### src/rtl/seg7_pkg.sv
// rtl/seg7_pkg.sv - shared seven-segment glyph table and scan-decoder state type
package seg7_pkg;

    // Active-low glyphs, bit0 = segment a ... bit6 = segment g
    localparam logic [6:0] GLYPH_0 = 7'h40;
    localparam logic [6:0] GLYPH_1 = 7'h79;
    localparam logic [6:0] GLYPH_2 = 7'h24;
    localparam logic [6:0] GLYPH_3 = 7'h30;
    localparam logic [6:0] GLYPH_4 = 7'h19;
    localparam logic [6:0] GLYPH_5 = 7'h12;
    localparam logic [6:0] GLYPH_6 = 7'h02;
    localparam logic [6:0] GLYPH_7 = 7'h78;
    localparam logic [6:0] GLYPH_8 = 7'h00;
    localparam logic [6:0] GLYPH_9 = 7'h18;
    localparam logic [6:0] GLYPH_A = 7'h08;
    localparam logic [6:0] GLYPH_B = 7'h03;
    localparam logic [6:0] GLYPH_C = 7'h46;
    localparam logic [6:0] GLYPH_D = 7'h21;
    localparam logic [6:0] GLYPH_E = 7'h06;
    localparam logic [6:0] GLYPH_F = 7'h0E;

    localparam logic [6:0] GLYPH_BARS  = 7'h36;
    localparam logic [6:0] GLYPH_BLANK = 7'h7F;

    typedef enum logic {
        COLLECT = 1'b0,
        HOLD    = 1'b1
    } state_t;

endpackage

### src/rtl/seg7_glyph_decode.sv
// rtl/seg7_glyph_decode.sv - combinational active-low glyph to nibble decoder
module seg7_glyph_decode
    import seg7_pkg::*;
(
    input  logic [6:0] i_seg,
    output logic [3:0] o_nibble,
    output logic       o_err
);

    always_comb begin
        o_nibble = 4'h0;
        o_err    = 1'b0;
        case (i_seg)
            GLYPH_0: o_nibble = 4'h0;
            GLYPH_1: o_nibble = 4'h1;
            GLYPH_2: o_nibble = 4'h2;
            GLYPH_3: o_nibble = 4'h3;
            GLYPH_4: o_nibble = 4'h4;
            GLYPH_5: o_nibble = 4'h5;
            GLYPH_6: o_nibble = 4'h6;
            GLYPH_7: o_nibble = 4'h7;
            GLYPH_8: o_nibble = 4'h8;
            GLYPH_9: o_nibble = 4'h9;
            GLYPH_A: o_nibble = 4'hA;
            GLYPH_B: o_nibble = 4'hB;
            GLYPH_C: o_nibble = 4'hC;
            GLYPH_D: o_nibble = 4'hD;
            GLYPH_E: o_nibble = 4'hE;
            GLYPH_F: o_nibble = 4'hF;
            default: o_err    = 1'b1;
        endcase
    end

endmodule

### src/rtl/seg7_scan_decoder.sv
// rtl/seg7_scan_decoder.sv - snoops a multiplexed seven-segment bus and rebuilds the displayed frame
module seg7_scan_decoder
    import seg7_pkg::*;
#(
    parameter int DIGITS        = 4,
    parameter int STABLE_CYCLES = 8
) (
    input  logic                  clk,
    input  logic                  rst_n,
    input  logic [6:0]            seg_n_i,
    input  logic [DIGITS-1:0]     dig_en_n_i,
    output logic [4*DIGITS-1:0]   value_o,
    output logic [DIGITS-1:0]     err_o,
    output logic                  valid_o,
    input  logic                  ready_i,
    output logic                  overrun_o
);

    localparam int CW = $clog2(STABLE_CYCLES);
    localparam int BW = DIGITS + 7;

    logic [6:0]          r_seg_meta, r_seg_sync;
    logic [DIGITS-1:0]   r_en_meta, r_en_sync;
    logic [BW-1:0]       r_bus_prev;
    logic [CW-1:0]       r_cnt;
    logic                r_captured;
    logic [DIGITS-1:0]   r_mask;
    logic [4*DIGITS-1:0] r_stage_val;
    logic [DIGITS-1:0]   r_stage_err;
    state_t              r_state;

    logic [BW-1:0]       w_bus;
    logic [DIGITS-1:0]   w_en;
    logic                w_onehot, w_same, w_fire;
    logic [3:0]          w_nibble;
    logic                w_err;
    logic [4*DIGITS-1:0] w_stage_val_nxt;
    logic [DIGITS-1:0]   w_stage_err_nxt;
    logic [DIGITS-1:0]   w_mask_nxt;
    logic                w_stage_we, w_load, w_valid_nxt, w_ovr_nxt;
    state_t              w_state_nxt;

    assign w_bus    = {r_en_sync, r_seg_sync};
    assign w_en     = ~r_en_sync;
    assign w_onehot = (w_en != '0) && ((w_en & (w_en - DIGITS'(1))) == '0);
    assign w_same   = (w_bus == r_bus_prev);
    // Fires on the step into the saturated count, so one dwell yields one capture
    assign w_fire   = w_same && (r_cnt == CW'(STABLE_CYCLES - 2)) && !r_captured && w_onehot;

    seg7_glyph_decode u_decode (
        .i_seg    (r_seg_sync),
        .o_nibble (w_nibble),
        .o_err    (w_err)
    );

    always_ff @(posedge clk or negedge rst_n) begin
        if (!rst_n) begin
            r_seg_meta <= '0;
            r_seg_sync <= '0;
            r_en_meta  <= '0;
            r_en_sync  <= '0;
            r_bus_prev <= '0;
            r_cnt      <= '0;
            r_captured <= 1'b0;
        end else begin
            r_seg_meta <= seg_n_i;
            r_seg_sync <= r_seg_meta;
            r_en_meta  <= dig_en_n_i;
            r_en_sync  <= r_en_meta;
            r_bus_prev <= w_bus;
            if (!w_same) begin
                r_cnt      <= '0;
                r_captured <= 1'b0;
            end else begin
                if (r_cnt != CW'(STABLE_CYCLES - 1)) r_cnt <= r_cnt + CW'(1);
                if (w_fire) r_captured <= 1'b1;
            end
        end
    end

    // Staging with the current capture merged in, so a completing capture lands in the frame
    always_comb begin
        w_stage_val_nxt = r_stage_val;
        w_stage_err_nxt = r_stage_err;
        for (int i = 0; i < DIGITS; i++) begin
            if (w_en[i]) begin
                w_stage_val_nxt[4*i +: 4] = w_nibble;
                w_stage_err_nxt[i]        = w_err;
            end
        end
    end

    always_comb begin
        w_state_nxt = r_state;
        w_mask_nxt  = r_mask;
        w_stage_we  = 1'b0;
        w_load      = 1'b0;
        w_valid_nxt = 1'b0;
        w_ovr_nxt   = 1'b0;
        case (r_state)
            COLLECT: begin
                if (w_fire) begin
                    w_stage_we = 1'b1;
                    w_mask_nxt = r_mask | w_en;
                    if (&(r_mask | w_en)) begin
                        w_load      = 1'b1;
                        w_mask_nxt  = '0;
                        w_valid_nxt = 1'b1;
                        w_state_nxt = HOLD;
                    end
                end
            end
            HOLD: begin
                w_valid_nxt = 1'b1;
                w_ovr_nxt   = w_fire;
                if (ready_i) begin
                    w_valid_nxt = 1'b0;
                    w_mask_nxt  = '0;
                    w_state_nxt = COLLECT;
                end
            end
            default: w_state_nxt = COLLECT;
        endcase
    end

    always_ff @(posedge clk or negedge rst_n) begin
        if (!rst_n) r_state <= COLLECT;
        else        r_state <= w_state_nxt;
    end

    always_ff @(posedge clk or negedge rst_n) begin
        if (!rst_n) begin
            r_mask      <= '0;
            r_stage_val <= '0;
            r_stage_err <= '0;
            value_o     <= '0;
            err_o       <= '0;
            valid_o     <= 1'b0;
            overrun_o   <= 1'b0;
        end else begin
            r_mask    <= w_mask_nxt;
            valid_o   <= w_valid_nxt;
            overrun_o <= w_ovr_nxt;
            if (w_stage_we) begin
                r_stage_val <= w_stage_val_nxt;
                r_stage_err <= w_stage_err_nxt;
            end
            if (w_load) begin
                value_o <= w_stage_val_nxt;
                err_o   <= w_stage_err_nxt;
            end
        end
    end

endmodule
### config.mk
export PLATFORM = sky130hd
export DESIGN_NAME = seg7_scan_decoder
export DESIGN_NICKNAME = d
export VERILOG_FILES = /design/src/rtl/seg7_pkg.sv /design/src/rtl/seg7_glyph_decode.sv /design/src/rtl/seg7_scan_decoder.sv
export SDC_FILE = /design/constraint.sdc
export NUM_CORES = 1
export LEC_CHECK = 0
export CORE_AREA = 2 2 133 122
export CTS_BUF_LIST = sky130_fd_sc_hd__clkbuf_4 sky130_fd_sc_hd__clkbuf_8 sky130_fd_sc_hd__clkbuf_16
export DETAILED_ROUTE_END_ITERATION = 10
export DIE_AREA = 0 0 135 124
export SYNTH_ARGS = -nofsm -noshare
export SYNTH_HDL_FRONTEND = slang
export SYNTH_SLANG_ARGS = --single-unit
### constraint.sdc
create_clock -name clk -period 6 [get_ports clk]
set_clock_uncertainty 0.15 [all_clocks]
set_input_delay 0.9 -clock clk [delete_from_list [all_inputs] [get_ports clk]]
set_output_delay 0.9 -clock clk [all_outputs]
set_load 0.02 [all_outputs]
# Word level (Yosys, flattened, before mapping)
# Index checks and enable logic that the tools add are counted.
[totals] word_cells=79 register_bits=83 inputBits=14 out_inout_bits=22
[classes] mux=26 addsub=2 bitwise_logic=4 n_reduce_logical=11 n_eq_ne=22
[ops] op="$pmux W4 S15" count=1
[ops] op="$eq A7 B7 Y1 const B" count=4
[ops] op="$mux W4" count=7
[ops] op="$eq A7 B5 Y1 const B" count=3
[ops] op="$eq A7 B6 Y1 const B" count=3
[ops] op="$reduce_or A16 Y1" count=1
[ops] op="$eq A7 B2 Y1 const B" count=2
[ops] op="$eq A7 B4 Y1 const B" count=2
[ops] op="$mux W1" count=14
[ops] op="$eq A11 B11 Y1" count=1
[ops] op="$pmux W4 S2" count=1
[ops] op="$eq A7 B3 Y1 const B" count=1
[ops] op="$logic_not A7 Y1" count=1
[ops] op="$mux W3" count=2
[ops] op="$ne A2 B1 Y1 const B" count=3
[ops] op="$and A4 B4 Y4" count=1
[ops] op="$logic_and A1 B1 Y1" count=4
[ops] op="$logic_not A4 Y1" count=1
[ops] op="$not A4 Y4" count=1
[ops] op="$or A4 B4 Y4" count=1
[ops] op="$reduce_and A4 Y1" count=1
[ops] op="$reduce_bool A4 Y1" count=1
[ops] op="$sub A4 B1 Y4 const B" count=1
[ops] op="$add A3 B1 Y3 const B" count=1
[ops] op="7 further kinds" count=7

# Logic depth before layout (Yosys ltp)
# Gate-level depths: netlist (run 1).
[logic_depth] word_depth=8 depth_mapped=7 depth_no_buf=6

# By module
# From an unflattened synthesis (run 1), not the netlist that was laid out.
[hier_totals] cells_unflattened=284 hier_area_um2=3563.4
[by_module_without_submodules] mod="seg7_scan_decoder" area_per_inst_um2=3173.0 cells_each=231 instances=1 seq_area_each_um2=2077.0
[by_module_without_submodules] mod="seg7_glyph_decode" area_per_inst_um2=390.4 cells_each=53 instances=1 seq_area_each_um2=0.0

# Worst setup path after synthesis (run 1)
# Ideal clock, no wire load.
[synth_path] path_type="reg2reg" startpoint="register r_seg_sync[0]" endpoint="register value_o[10]" t_arrival_ps=2041 stages_incl_launch_ff=7 slack_ps=3684 setup_time_ps=125 required_time_ps=5725 n_path_buf=1 period_less_slack_ps=2316 path_cell_list="dfrtp_1 xor2_1 nor4_2 nand3_4 nor4_4 buf_6 mux2_4"
[synth_via] elab_chain_cells=6 word_cells_on_any_way=23 cone_classes="eq/ne (15); mux (4); reduce/logical (4)"
[synth_rtl] item="from (decl)" line_no="seg7_scan_decoder.sv:22" rtl="logic [6:0] r_seg_meta, r_seg_sync;"
[synth_rtl] item="from (signal assigned)" line_no="seg7_scan_decoder.sv:67" rtl="r_seg_sync <= r_seg_meta;"
[synth_rtl] item="$eq A11 B11 Y1" line_no="seg7_scan_decoder.sv:46" rtl="assign w_same = (w_bus == r_bus_prev);"
[synth_rtl] item="$logic_and A1 B1 Y1 (3 in a row)" line_no="seg7_scan_decoder.sv:48" rtl="assign w_fire = w_same && (r_cnt == CW'(STABLE_CYCLES - 2)) && !r_captured && w_onehot;"
[synth_rtl] item="$mux W1" line_no="seg7_scan_decoder.sv:102" rtl="if (w_fire) begin"
[synth_rtl] item="$mux W1" line_no="seg7_scan_decoder.sv:100" rtl="case (r_state)"
[synth_rtl] item="to (signal assigned)" line_no="seg7_scan_decoder.sv:149" rtl="value_o <= w_stage_val_nxt;"
[synth_rtl] item="to (decl)" line_no="seg7_scan_decoder.sv:12" rtl="output logic [4*DIGITS-1:0] value_o,"
# Several ways; a longest one is shown, not always the timed one.
# A chain may end at the register's enable or synchronous reset.

# Worst setup path in the final report (run 1)
[layout_path] startpoint="register r_en_sync[3]" endpoint="register value_o[13]"
[layout_via] elab_chain_cells=8 word_cells_on_any_way=16 cone_classes="add/sub (1); eq/ne (1); mux (4); bitwise (3); reduce/logical (7)"
[layout_rtl] item="from (decl)" line_no="seg7_scan_decoder.sv:23" rtl="logic [DIGITS-1:0] r_en_meta, r_en_sync;"
[layout_rtl] item="from (signal assigned)" line_no="seg7_scan_decoder.sv:69" rtl="r_en_sync <= r_en_meta;"
[layout_rtl] item="$not A4 Y4" line_no="seg7_scan_decoder.sv:44" rtl="assign w_en = ~r_en_sync;"
[layout_rtl] item="$sub A4 B1 Y4" line_no="seg7_scan_decoder.sv:45" rtl="assign w_onehot = (w_en != '0) && ((w_en & (w_en - DIGITS'(1))) == '0);"
[layout_rtl] item="$and A4 B4 Y4" line_no="seg7_scan_decoder.sv:45"
[layout_rtl] item="$logic_not A4 Y1" line_no="seg7_scan_decoder.sv:45"
[layout_rtl] item="$logic_and A1 B1 Y1" line_no="seg7_scan_decoder.sv:45"
[layout_rtl] item="$logic_and A1 B1 Y1" line_no="seg7_scan_decoder.sv:48"
[layout_rtl] item="$mux W1" line_no="seg7_scan_decoder.sv:102"
[layout_rtl] item="$mux W1" line_no="seg7_scan_decoder.sv:100"
# Several ways; a longest one is shown, not always the timed one.

==> results of run 1 <==
power breakdown:
part / internal, mW / switching, mW
Sequential: 0.571 / 0.0205
Combinational: 0.0247 / 0.0316
Clock: 0.324 / 0.229
Total: 0.920 / 0.281
state kept, by name, summed over array words and instances (netlist names):
register / count
overrun_o: 1
r_seg_sync: 7
r_en_sync: 4
r_seg_meta: 7
r_mask: 4
r_en_meta: 4
r_captured: 1
r_stage_err: 4
err_o: 4
valid_o: 1
r_bus_prev: 11
value_o: 16
r_cnt: 3
r_stage_val: 16
worst max-delay path by stage:
stage	startpoint	endpoint	slack (ns)
floorplan	r_seg_sync[0]$_DFF_PN0_	value_o[10]$_DFFE_PN0P_	3.68
global placement	r_en_sync[3]$_DFF_PN0_	value_o[13]$_DFFE_PN0P_	3.19
detailed placement	r_en_sync[3]$_DFF_PN0_	value_o[0]$_DFFE_PN0P_	3.10
CTS	r_en_sync[3]$_DFF_PN0_	value_o[0]$_DFFE_PN0P_	3.09
global route	r_en_sync[3]$_DFF_PN0_	value_o[0]$_DFFE_PN0P_	2.95
finish	r_en_sync[3]$_DFF_PN0_	value_o[13]$_DFFE_PN0P_	3.11
per-stage QoR:
step           util (%)  instances  cell area, um2
4_1_cts           29.98        528            4581
3_5_place_dp      28.02        512            4282
3_3_place_gp      28.02        512            4282
2_1_floorplan         -        292            3766
6_report          29.98        528            4581
5_1_grt           29.98        528            4581
cell type report:
| type | count | area [um2] |
|---|---|---|
| Sequential cell | 83 | 2077 |
| Tap cell | 202 | 252.7 |
| Clock inverter | 7 | 73.82 |
| Timing Repair Buffer | 36 | 355.3 |
| Clock buffer | 9 | 225.2 |
| Inverter | 6 | 22.52 |
| Multi-Input combinational cell | 185 | 1574 |
| Fill cell | 1554 | 10700 |
per-layer routing:
layer	vias up	global-route usage (%)	wire length [um]
li1	1130	-	-
met1	1152	14.46	3871
met5	-	0	0
met2	48	16.09	3660
met4	0	3.906	142
met3	12	3.337	373
synthesized netlist by cell type, types with 3 or more instances:
| master | count |
|---|---|
| a21oi_1 | 14 |
| nand2_1 | 9 |
| clkbuf_1 | 9 |
| buf_2 | 5 |
| o21a_1 | 5 |
| nor4_4 | 5 |
| nor2_1 | 12 |
| ha_1 | 3 |
| nand3_1 | 4 |
| nor4bb_1 | 3 |
| o31a_1 | 5 |
| xor2_1 | 14 |
| inv_1 | 6 |
| nand4_1 | 6 |
| dfrtp_1 | 83 |
| a31oi_1 | 9 |
| mux2_2 | 27 |
| nand2b_1 | 8 |
| a32oi_1 | 5 |
| nor3_1 | 4 |
| mux2_1 | 3 |
| mux2_4 | 10 |
| nor2b_1 | 9 |
critical path: stages, from the launching register on:
cell and delay [ns]:
dfrtp_1 0.77, xor2_1 0.17, nor4_2 0.44, nand3_4 0.27
nor4_4 0.26, buf_4 0.33, mux2_2 0.37
kinds of logic after synthesis:
| family | count (synthesis) | synth area share [%] |
|---|---|---|
| AOI/OAI and AO/OA | 48 | 9.136 |
| buffers and inverters | 24 | 3.056 |
| adders and majority gates | 3 | 0.9968 |
| xor gates and xnor gates | 15 | 3.488 |
| and+or+nand+nor | 77 | 14.68 |
| DFF | 83 | 55.15 |
| muxes | 42 | 13.49 |
==> results.toml, run 1 <==
[run_status]
status = "completed"

[critical_path]
r2r_end = "value_o[13]$_DFFE_PN0P_"
critPathLaunchType = "register"
critPathArrivalTime_ns = 2.96
worstRegToRegCells = 6
endpoint_kind = "register"
r2r_setup_slack_ns = 3.11
r2r-start = "r_en_sync[3]$_DFF_PN0_"
crit_required_ns = 6.08
crit_fanout = 21
path_class = "register to register"

[clock_network]
clk_pin_slew_ns = 0.06
cts_resized = 0
cts_root_buf = "clkbuf_16"
cts.sinks = 83
cts_setup_buffers = 0
clock_latency_ns = 0.34
cts_hold_buf = 0
cts_htree_levels = 3
cts_buffer_depth = 2
cts_tree = "built"
cts_made_buffers = 9

[timing]
fin_crit_sh_pct = 48.09
tightest_slew_ns = 1.044
hold_violations = 0
fin_crit_ns = 2.885
rsz0062_at_grt = "no"
whs_ns = 0.1967
worst_slew_margin_rel_pct = 30.39
max_freq_mhz = 346.6
drv_slew = 0
timing.setup.tns_ns = 0
setup_viol_count_final = 0
finalWorstSetupSlack_ns = 3.115

[worst_hold_path]
min_from = "r_seg_meta[6]$_DFF_PN0_"
hp-class = "register to register"
hold_depth = 0
hold_path_end = "r_seg_sync[6]$_DFF_PN0_"

[global_routing]
antenna_found_initial = 0
gr-total-overflow = 0
grt.total_usage_pct = 10.67
grt_pass1_vias = 2499
grt_start_max_net_pins = 84
grt_pass1_wl_um = 13660

[pwr]
pwr_density_cell_nw_per_um2 = 262.0
ir_drop_mv = 0.1546
total_power_mw = 1.200
p_leak_nw = 1.953

[final_layout]
final_common_cell = "dfrtp_1"
layout_common_cells = "dfrtp_1 (83), clkdlybuf4s50_1 (34), mux2_2 (27)"
n_antenna_cell = 0
final_net_count = 338
drive_above_1_share_pct = 20.25
syn_to_final_growth_pct = 21.63

[drt]
dr_total_vias = 2342
route.detailed.drc = 0
dr.pass1.iters = 4
ant_nets = 0
drtIter0Drc = 205
routedWlPerCell_um = 15.24
vias_per_cell = 4.436
drt_wl_total_um = 8048

[placed_design]
gp_congestion = 0.7665
dp_hpwl_um = 5405
io_buffers = 35
dpl_worst_slack_ns = 3.100

[yosys]
synth_edf_count = 0
synth_largest_area_cell = "dfrtp_1"
ys_seq_area_share_pct = 55.15
synth_top_area_share_pct = 55.15
syn_nets = 309
synth.avg_cell_area_um2 = 12.90
yosys_warnings = 0
netlist_area_um2 = 3766
synth_cell_types = 48
synth_ff_type = "dfrtp_1"
ys_seq_elements = 83
synth_area_leaders = "dfrtp_1 (55%), mux2_2 (8.1%), mux2_4 (4.0%)"
synthCells = 292
synthArstFlopShare_pct = 100.0

[die]
io_pins = 36
die_w_um = 135
dieHeight_um = 124
core-area_um2 = 15280
rows = 43
dieArea_um2 = 16740
start_util_pct = 24.65

[run]
cap_violations = 0
No activity file was read; power rests on OpenSTA's default activity.
==> run 2, diff against run 1 <==
==> constraint.sdc (replaced) <==
create_clock -name clk -period 2.4 [get_ports clk]
set_clock_uncertainty 0.15 [all_clocks]
set_input_delay 0.36 -clock clk [delete_from_list [all_inputs] [get_ports clk]]
set_output_delay 0.36 -clock clk [all_outputs]
set_load 0.02 [all_outputs]
==> run 2 against run 1 <==
  * Worst hold slack got worse by 0.0010 ns
  * Utilization rose by 2.7 points
  * Routed wire length rose by 7.9%
  * Critical path type unchanged
  * Largest power group unchanged
  * Fmax rose by 24%
==> results.toml, run 2 (same netlist as run 1, synthesis figures left out) <==
[clock_network]
cts_htree_levels = 3
clock_latency_ns = 0.34
clk_pin_slew_ns = 0.06
cts.sinks = 83
cts_root_buf = "clkbuf_16"
cts_tree = "built"
cts_made_buffers = 9
cts_buffer_depth = 2

[final_layout]
drive_above_1_share_pct = 32.61
final_net_count = 380
n_antenna_cell = 0
syn_to_final_growth_pct = 32.76
layout_common_cells = "dfrtp_1 (77), buf_4 (39), clkdlybuf4s50_1 (34)"
n_fill_cell = 1557
final_area_um2 = 5000
utilization_pct = 32.72
multi_input_area_um2 = 1613
seq_area_um2 = 2085
stdcell_count = 570
final_common_cell = "dfrtp_1"
reg_top3 = "r_stage_val x16, value_o x16, r_bus_prev x11"

[drt]
dr_total_vias = 2564
routedWlPerCell_um = 15.24
vias_per_cell = 4.498
dr.pass1.iters = 4
route.detailed.drc = 0
drtIter0Drc = 177
ant_nets = 0
drt_wl_total_um = 8684

[timing]
fin_crit_ns = 2.335
drv_slew = 0
worst_slew_margin_rel_pct = 59.69
finalWorstSetupSlack_ns = 0.06527
fin_crit_sh_pct = 97.28
hold_violations = 0
tightest_slew_ns = 0.6047
whs_ns = 0.1956
rsz0062_at_grt = "yes"
setup_viol_count_final = 0
max_freq_mhz = 428.3
timing.setup.tns_ns = 0

[die]
die_w_um = 135
dieHeight_um = 124
core-area_um2 = 15280
dieArea_um2 = 16740
rows = 43
io_pins = 36
start_util_pct = 24.65

[global_routing]
gr-total-overflow = 0
grt_pass1_wl_um = 13940
antenna_found_initial = 0
grt_start_max_net_pins = 47
grt.total_usage_pct = 10.88
grt_pass1_vias = 2589

[run_status]
status = "completed"

[run]
cap_violations = 0

[critical_path]
path_class = "register to register"
r2r_setup_slack_ns = 0.07
endpoint_kind = "register"
crit_fanout = 8
critPathLaunchType = "register"
crit_required_ns = 2.47
critPathArrivalTime_ns = 2.41

[pwr]
ir_drop_mv = 0.2794
pwr_density_cell_nw_per_um2 = 609.4
total_power_mw = 3.047
p_leak_nw = 2.185

[placed_design]
place_area_um2 = 4552
dpl_worst_slack_ns = 0.02785
dp_hpwl_um = 5923
gp_congestion = 0.8566
io_buffers = 35
dp.cells = 543

[worst_hold_path]
hp-class = "register to register"
run 2: changes by cell type in the layout (fill, tap and decap cells not counted), sizes merged:
cell | previous run | this run
buf | 2 | 42
dlygate4sd3 | 0 | 1
clkbuf | 9 | 12
inv | 8 | 6
run 2: routing by layer:
layer,track usage [%],wire length (um)
met3,3.093,375
met5,0,0
met1,14.98,4294
met2,16.47,3891
met4,3.711,122
run 2: what timing repair did:
item                       CTS  global route
hold endpoints to repair    37             0
resized for setup            0            14
hold buffers                 1             0
buffers inserted             0             9
setup endpoints to repair    0            36
run 2: area by class of cell:
type | count | share of cell area [%]
flip-flops and latches | 83 | 41.69
multi-input cells | 185 | 32.26
repair buffers | 78 | 14.56
well taps | 202 | 5.055
clock buffers | 11 | 4.930
clock inverters | 5 | 1.051
inverters | 6 | 0.4505
run 2: path summary, 6_finish.rpt:
| kind | endpoint | start | cells past startpoint |
|---|---|---|---|
| max | value_o[10]$_DFFE_PN0P_ | r_en_sync[1]$_DFF_PN0_ | 7 |
| min | r_seg_sync[4]$_DFF_PN0_ | r_seg_meta[4]$_DFF_PN0_ | 0 |
| max reg2reg | value_o[10]$_DFFE_PN0P_ | r_en_sync[1]$_DFF_PN0_ | 7 |
| min reg2reg | r_seg_sync[4]$_DFF_PN0_ | r_seg_meta[4]$_DFF_PN0_ | 0 |
| max in group asynchronous | r_en_sync[2]$_DFF_PN0_ | rst_n | 3 |
| min in group asynchronous | r_seg_meta[3]$_DFF_PN0_ | rst_n | 2 |
run 2: power breakdown:
group / internal [mW] / leakage (nW) / total, mW / switching, mW
clock network: 0.840 / 0.149 / 1.38 / 0.538
registers: 1.43 / 1.08 / 1.45 / 0.0211
logic: 0.0964 / 0.958 / 0.220 / 0.123
run 2: critical path, cell delays in order (launching register included):
cell       delay [ns]
dfrtp_2          0.44
xor2_1           0.16
nand3_1          0.13
a211o_4          0.42
nor4_4           0.24
buf_4            0.20
clkbuf_16        0.17
mux2_4           0.30
==> run 3, diff against run 2 <==
--- a/config.mk
+++ b/config.mk
@@ -9,6 +9,8 @@
 export CTS_BUF_LIST = sky130_fd_sc_hd__clkbuf_4 sky130_fd_sc_hd__clkbuf_8 sky130_fd_sc_hd__clkbuf_16
 export DETAILED_ROUTE_END_ITERATION = 10
 export DIE_AREA = 0 0 135 124
+export GPL_ROUTABILITY_DRIVEN = 0
 export SYNTH_ARGS = -nofsm -noshare
 export SYNTH_HDL_FRONTEND = slang
 export SYNTH_SLANG_ARGS = --single-unit
+export TNS_END_PERCENT = 100
==> results of run 3 <==
The final DEF is identical to that of run 2; final timing and power are the same.
